File: src/rtl/bit_dup_pipe.sv
// Streaming bit-replication unit: each accepted WIDTH-bit word is expanded per its mode
// and held in a 2-entry elastic buffer, with accept and error counters alongside.
module bit_dup_pipe #(
    parameter int unsigned WIDTH = 8,
    parameter int unsigned REPS  = 4,
    parameter int unsigned CNT_W = 16,
    localparam int unsigned RW   = $clog2(REPS + 1)
) (
    input  logic                   clock,
    input  logic                   reset,
    input  logic                   in_valid,
    output logic                   in_ready,
    input  logic [WIDTH-1:0]       in_data,
    input  logic [1:0]             in_mode,
    input  logic [RW-1:0]          in_reps,
    output logic                   out_valid,
    input  logic                   out_ready,
    output logic [WIDTH*REPS-1:0]  out_data,
    output logic [1:0]             out_mode,
    output logic [CNT_W-1:0]       accept_count,
    output logic [7:0]             err_count
);

    localparam int unsigned OW = WIDTH * REPS;

    logic [OW-1:0]    w_exp;
    logic [1:0]       w_mode;
    logic             w_err;
    logic [31:0]      w_r;
    logic             w_push;
    logic             w_pop;

    logic [OW-1:0]    r_data [2];
    logic [1:0]       r_mode [2];
    logic             r_rd;
    logic             r_wr;
    logic [1:0]       r_count;
    logic [CNT_W-1:0] r_acc;
    logic [7:0]       r_err;

    // Expansion of the incoming word; stored at accept so the head never changes.
    always_comb begin
        w_exp  = '0;
        w_mode = in_mode;
        w_err  = 1'b0;
        w_r    = REPS;
        case (in_mode)
            2'd1: begin
                for (int unsigned i = 0; i < WIDTH; i++) begin
                    w_exp[i*REPS +: REPS] = {REPS{in_data[i]}};
                end
            end
            2'd2: begin
                if (in_reps == '0 || 32'(in_reps) > REPS) begin
                    w_mode = 2'd0;
                    w_err  = 1'b1;
                end else begin
                    w_r = 32'(in_reps);
                end
                for (int unsigned k = 0; k < REPS; k++) begin
                    if (k < w_r) begin
                        w_exp[k*WIDTH +: WIDTH] = in_data;
                    end
                end
            end
            2'd3: begin
                w_exp  = {REPS{in_data}};
                w_mode = 2'd0;
                w_err  = 1'b1;
            end
            default: w_exp = {REPS{in_data}};
        endcase
    end

    assign in_ready     = (r_count != 2'd2);
    assign out_valid    = (r_count != 2'd0);
    assign out_data     = r_data[r_rd];
    assign out_mode     = r_mode[r_rd];
    assign accept_count = r_acc;
    assign err_count    = r_err;

    assign w_push = in_valid & in_ready;
    assign w_pop  = out_ready & out_valid;

    always_ff @(posedge clock or posedge reset) begin
        if (reset) begin
            r_data[0] <= '0;
            r_data[1] <= '0;
            r_mode[0] <= '0;
            r_mode[1] <= '0;
            r_rd      <= 1'b0;
            r_wr      <= 1'b0;
            r_count   <= 2'd0;
            r_acc     <= '0;
            r_err     <= 8'd0;
        end else begin
            if (w_push) begin
                r_data[r_wr] <= w_exp;
                r_mode[r_wr] <= w_mode;
                r_wr         <= ~r_wr;
                r_acc        <= r_acc + CNT_W'(1);
                if (w_err && r_err != 8'hFF) begin
                    r_err <= r_err + 8'd1;
                end
            end
            if (w_pop) begin
                r_rd <= ~r_rd;
            end
            case ({w_push, w_pop})
                2'b10:   r_count <= r_count + 2'd1;
                2'b01:   r_count <= r_count - 2'd1;
                default: r_count <= r_count;
            endcase
        end
    end

endmodule
File: config.mk
export PLATFORM = sky130hd
export DESIGN_NAME = bit_dup_pipe
export DESIGN_NICKNAME = d
export VERILOG_FILES = /design/src/rtl/bit_dup_pipe.sv
export SDC_FILE = /design/constraint.sdc
export NUM_CORES = 1
export LEC_CHECK = 0
export ABC_AREA = 1
export CORE_ASPECT_RATIO = 1.25
export CORE_MARGIN = 5
export CORE_UTILIZATION = 38
export CTS_BUF_LIST = sky130_fd_sc_hd__clkbuf_8
export DETAILED_ROUTE_END_ITERATION = 10
export HOLD_SLACK_MARGIN = 0.15
export SLEW_MARGIN = 10
export SYNTH_ARGS = -nofsm -noshare
export SYNTH_HDL_FRONTEND = slang
export SYNTH_SLANG_ARGS = --single-unit
File: constraint.sdc
create_clock -name clock -period 2.7 [get_ports clock]
set_input_delay 0.405 -clock clock [delete_from_list [all_inputs] [get_ports clock]]
set_output_delay 0.405 -clock clock [all_outputs]
set_load 0.1 [all_outputs]
Word-level counts from Yosys, hierarchy flattened
Index checks and enable logic that the tools add are counted.

operators by class
  $add $sub $neg = 4
  order comparisons = 8
  eq/ne operators = 7
  muxes and demuxes = 24
  bitwise gates (word level) = 6
  reductions and logical operators = 7

operators by type and width
  cell                                                                  count
  32-bit 2-to-1 mux                                                     5
  64-bit bitwise mux                                                    1
  1-bit by 32-bit < comparator with 1-bit output, first input constant  2
  2-bit by 32-bit < comparator with 1-bit output, first input constant  2
  32-bit case mux with 2 select lines                                   1
  32-bit demux with 1-bit select                                        1
  8-bit 2-to-1 mux                                                      4
  16-bit by 1-bit adder with 16-bit output, second input constant       1
  2-bit 2-to-1 mux                                                      5
  8-bit by 1-bit adder with 8-bit output, second input constant         1
  8-bit inequality test, second input constant                          1
  2-bit case mux with 2 select lines                                    2
  2-bit == test, second input constant                                  3
  4-bit bitwise mux                                                     1
  2-bit by 1-bit == test with 1-bit output, second input constant       2
  2-bit greater-or-equal comparator, second input constant              2
  1-bit NOT with 2-bit output                                           2
  2-bit nonzero test                                                    2
  3-bit > comparator, second input constant                             1
  3-bit zero test                                                       1
  3-bit 2-to-1 mux                                                      1
  2-bit by 1-bit adder with 2-bit output, second input constant         1
  1-bit AND                                                             2
  2-bit demux with 1-bit select                                         1
  9 further kinds                                                       11

word-level totals
  register bits = 96
  input bits = 17
  output and inout port bits = 60
  logic and storage cells = 65

Logic depth before layout (Yosys ltp)
  depth after elaboration = 8
  depth in mapped cells = 10
  mapped depth without buffers = 10

Least setup slack after synthesis
OpenSTA, ideal clock, no wires.

  path kind = reg-to-output
  start = register r_rd
  end = output out_data[25]
  arrival time = 2825 ps
  data required time = 2295 ps
  path slack = -530 ps
  stages on the path, launching flop included = 4
  cells stage by stage = dfrtp_1 clkbuf_1 clkbuf_1 o21ai_0

between the ends
  cells in the longest elaborated chain, start to end = 4

RTL lines
  item                                                   line  RTL
  start: declaration                                     35    logic r_rd;
  start signal: assignment                               107   r_rd <= ~r_rd;
  1-bit NOT with 2-bit output (implied by the code)      77    assign out_data = r_data[r_rd];
  32-bit 2-to-1 mux (implied by the code) (3 in series)  77
  end: declaration                                       18    output logic [WIDTH*REPS-1:0] out_data,

Every way passes these cells. The select of a mux whose other input is x is not followed.

Worst setup path in the final report
  start = input in_reps[0]
  end = register r_data[38] in the netlist's numbering

between the ends
  cells in the longest elaborated chain, start to end = 8
  elaborated cells between the ends (all ways) = 9
  those cells by class = order compare (2); mux (5); reduce/logical (2)

RTL lines
  item                                                          line  RTL
  start: declaration                                            15    input logic [RW-1:0] in_reps,
  3-bit > comparator / 3-bit zero test (equally long branches)  54    if (in_reps == '0 || 32'(in_reps) > REPS) begin
  1-bit logical OR                                              54
  3-bit 2-to-1 mux (*)                                          54
  32-bit 2-to-1 mux (*)                                         47    case (in_mode)
  1-bit by 32-bit < comparator with 1-bit output (*)            61    if (k < w_r) begin
  8-bit 2-to-1 mux (*)                                          61
  32-bit case mux with 2 select lines (*)                       47
  64-bit bitwise mux (*)                                        98    r_data[r_wr] <= w_exp;
  end signal: indexed assignment                                98
  end: declaration                                              33    logic [OW-1:0] r_data [2];

Mark *: on every way between the ends. The rest lies on a longest branch, timed or not. The select of a mux whose other input is x is not followed.
A chain may end at the register's enable or synchronous reset.

==> impl_results.md <==
* Status: finished clean
* Hold slack at roughly 490 ps
* Most common cell after layout, fill and taps aside: nand2_1
* Antenna cells at 0
* Commonest non-fill, non-tap cells in the layout: nand2_1 (281), dfrtp_1 (96), o21ai_0 (69)
* Drt via density at 4.84
* Max stage delay cell, worst path: clkdlybuf4s50_1
* Final non-filler cell total at approximately 900
* Crit start category: input port
* Cells after synthesis at 651
* Slew @ Worst Pin at roughly 570 ps
* Total track usage at 0.168
* Die width at 112 um
* Maxcap violations at 0
* Via Count at 4352
* Sink Count at 96
* Synth-to-Final Area Change at 28.6%
* Fillers at 1300
* Reg-to-reg startpoint: r_count[0]$_DFFE_PP0P_
* CP top delay family: simple AND/OR/NAND/NOR gates
* Flops & latches, synth at 96
* Gpl congestion at 0.911
* Worst hold endpoint: r_data[4]$_DFFE_PP0P_
* CP bufs+invs at 2
* DRT Wirelength at 12400 um
* Clock Tree Buf Depth at 2
* Yosys cell types at 30
* Worst min path class: register to register
* Period utilization at 0.781
* R2r endpoint: r_data[12]$_DFFE_PP0P_
* Cell taking the most area after synthesis: dfrtp_1
* Final Core Density at 0.501
* Vias in the first global route at between 4000 and 5000
* Worst Path Required at 2950 ps
* Drc violations at 0
* IO Pins at 77
* HP Start: r_data[4]$_DFFE_PP0P_
* Remaining antenna violation count at 0
* Final setup vio count at 0
* Root cell of the clock tree: clkbuf_8
* PostCTS Resize Cnt at 0
* Yosys top cell area share at 0.482
* Reg2Reg Depth at 8
* Slew headroom at 0.622
* DRT Pass-1 Iters at 4
* Die Ht at between 100 and 150 um
* Post-Syn Area at 4980 um2
* Pin count of the biggest net entering global routing at between 90 and 100
* Area contributors post-synth: dfrtp_1 (48%), nand2_1 (21%), o21ai_0 (7.5%), inv_1 (4.7%), nand3_1 (2.7%)
* Syn_nets at 676
* Syn avg cell area at 7.65 um2
* Number of slew-limit violations in the final report at 0
* R2R setup slack at 1080 ps
* Gr ovfl total at 0
* Clk_lat worst skew at 360 ps
* Drt wl/cell at ~14 um
* Core area at 12800 um2
* Crit-path max FO at 15
* Hold-fix buffers, CTS at 0
* Cell repeated most along the worst path: nand2_1
* RSZ-0062 raised after global routing: false
* Multi-input logic area at between 2000 and 2500 um2
* Sequential Area at ~2400 um2
* Final Hold Fails at 0
* Antenna violations before repair at 0
* Postcts setup bufs at 0
* Full die area at 15500 um2
* Ys Warns at 0
* Clock buffer count from CTS at 9
* Clock Skew at 4.77 ps
* Register area share after synthesis at 0.482
* Hold Path Depth at 2
* Max Freq at 0.474 GHz
* Net count, final at 752
* Row cnt at 46
* Arrival time worst endpoint at 2360 ps
* Crit-path cells: clkdlybuf4s50_1, or2_2, ha_1, inv_1, nand2_1, nand2_1, o21ai_0, nand3_1, nand2_1, o21ai_0
* Crit. End Element: register
* Fin crit period at 2110 ps
* H-tree depth at 3
* Kind of critical path: input port to register
* CTS tree: yes
* Crit-path max cell delay at approximately 420 ps
* Worst-path clk slew at ~90 ps
* Ratio of cells with drive above 1 in the final layout at 0.140
* Initial Util at 0.390
* First-pass GRT wire length at 21600 um
* Inst Count DP at 884
* Post-detail-place hpwl at 9110 um
* PortBufs at 76
* DRT iter0 DRCs at 163
-- how the worst max path moves through the flow --
stage                                start                     end  slack [ps]  cells after the start
after floorplan           r_rd$_DFFE_PP0P_            out_data[25]        -530                      3
after global placement          in_reps[0]  r_data[36]$_DFFE_PP0P_         220                     10
after detailed placement        in_reps[0]  r_data[36]$_DFFE_PP0P_         180                     10
after CTS                 r_rd$_DFFE_PP0P_             out_data[3]         570                      3
after global routing            in_reps[0]  r_data[35]$_DFFE_PP0P_         360                     10
final                           in_reps[0]  r_data[38]$_DFFE_PP0P_         590                     10
-- per-stage QoR --
step | setup TNS [ps] | instance area (um2) | setup WS (ps)
2_1_floorplan | -11250 | 4980 | -530
3_3_place_gp | 0 | 6230 | 219
3_5_place_dp | 0 | 6230 | 180
4_1_cts | 0 | 6400 | 566
5_1_grt | 0 | 6400 | 362
6_report | 0 | 6400 | 590
-- state kept, by name, indices dropped and copies added (netlist names) --
register,cells
accept_count,16
r_count,2
r_mode,4
r_data,64
r_rd,1
err_count,8
r_wr,1
-- cell usage after synthesis --
| library cell | number |
|---|---|
| inv_2 | 2 |
| a21oi_1 | 1 |
| o21ai_0 | 75 |
| nand3b_1 | 1 |
| nand4_1 | 3 |
| a211oi_1 | 1 |
| nor2_2 | 2 |
| nand2_1 | 281 |
| nor2_4 | 3 |
| xor2_1 | 11 |
| nand3_1 | 27 |
| clkbuf_1 | 10 |
| buf_2 | 11 |
| nor2_1 | 22 |
| buf_8 | 1 |
| dfrtp_1 | 96 |
| or2_2 | 1 |
| o211ai_1 | 4 |
| nand2_4 | 2 |
| nor3b_1 | 1 |
| nor3_4 | 1 |
| inv_1 | 63 |
| nor2_8 | 2 |
| inv_4 | 1 |
| xnor2_1 | 10 |
| nor3_1 | 2 |
| nand2_8 | 1 |
| ha_1 | 8 |
| o21ai_1 | 7 |
| o21ai_4 | 1 |
-- tightest hold or removal path, cell delays in order (launching register included) --
cell,delay [ps]
dfrtp_1,350
nand2_1,50
nand2_1,50
-- routing by layer --
metal,GRT usage,wire length (um),part of all wire,up-vias
met2,0.286,6340,0.51,89
met3,0.0262,465,0.038,21
li1,-,-,-,2176
met5,0,0,0,-
met4,0.0589,250,0.020,0
met1,0.217,5310,0.43,2066
-- logic make-up (layout without fill, tap and decap cells) --
kind of cell / after synthesis / after routing / synth area share
AO/OA/AOI/OAI: 89 / 89 / 0.0942
XOR/XNOR: 21 / 21 / 0.0369
adder cells (fa/ha/maj): 8 / 8 / 0.0201
buffers and inverters: 88 / 168 / 0.0718
flip-flops: 96 / 96 / 0.482
AND/OR/NAND/NOR: 349 / 349 / 0.295
-- area by class of cell --
| class | count | area share |
|---|---|---|
| Sequential cell | 96 | 0.375 |
| Multi-Input combinational cell | 467 | 0.347 |
| Timing Repair Buffer | 87 | 0.179 |
| Inverter | 66 | 0.0397 |
| Tap cell | 168 | 0.0328 |
| Clock buffer | 11 | 0.0236 |
| Clock inverter | 4 | 0.00332 |
Power is left out: the tool's default activity adds up to more than one toggle a clock period on the data nets, which glitch-free logic cannot reach.
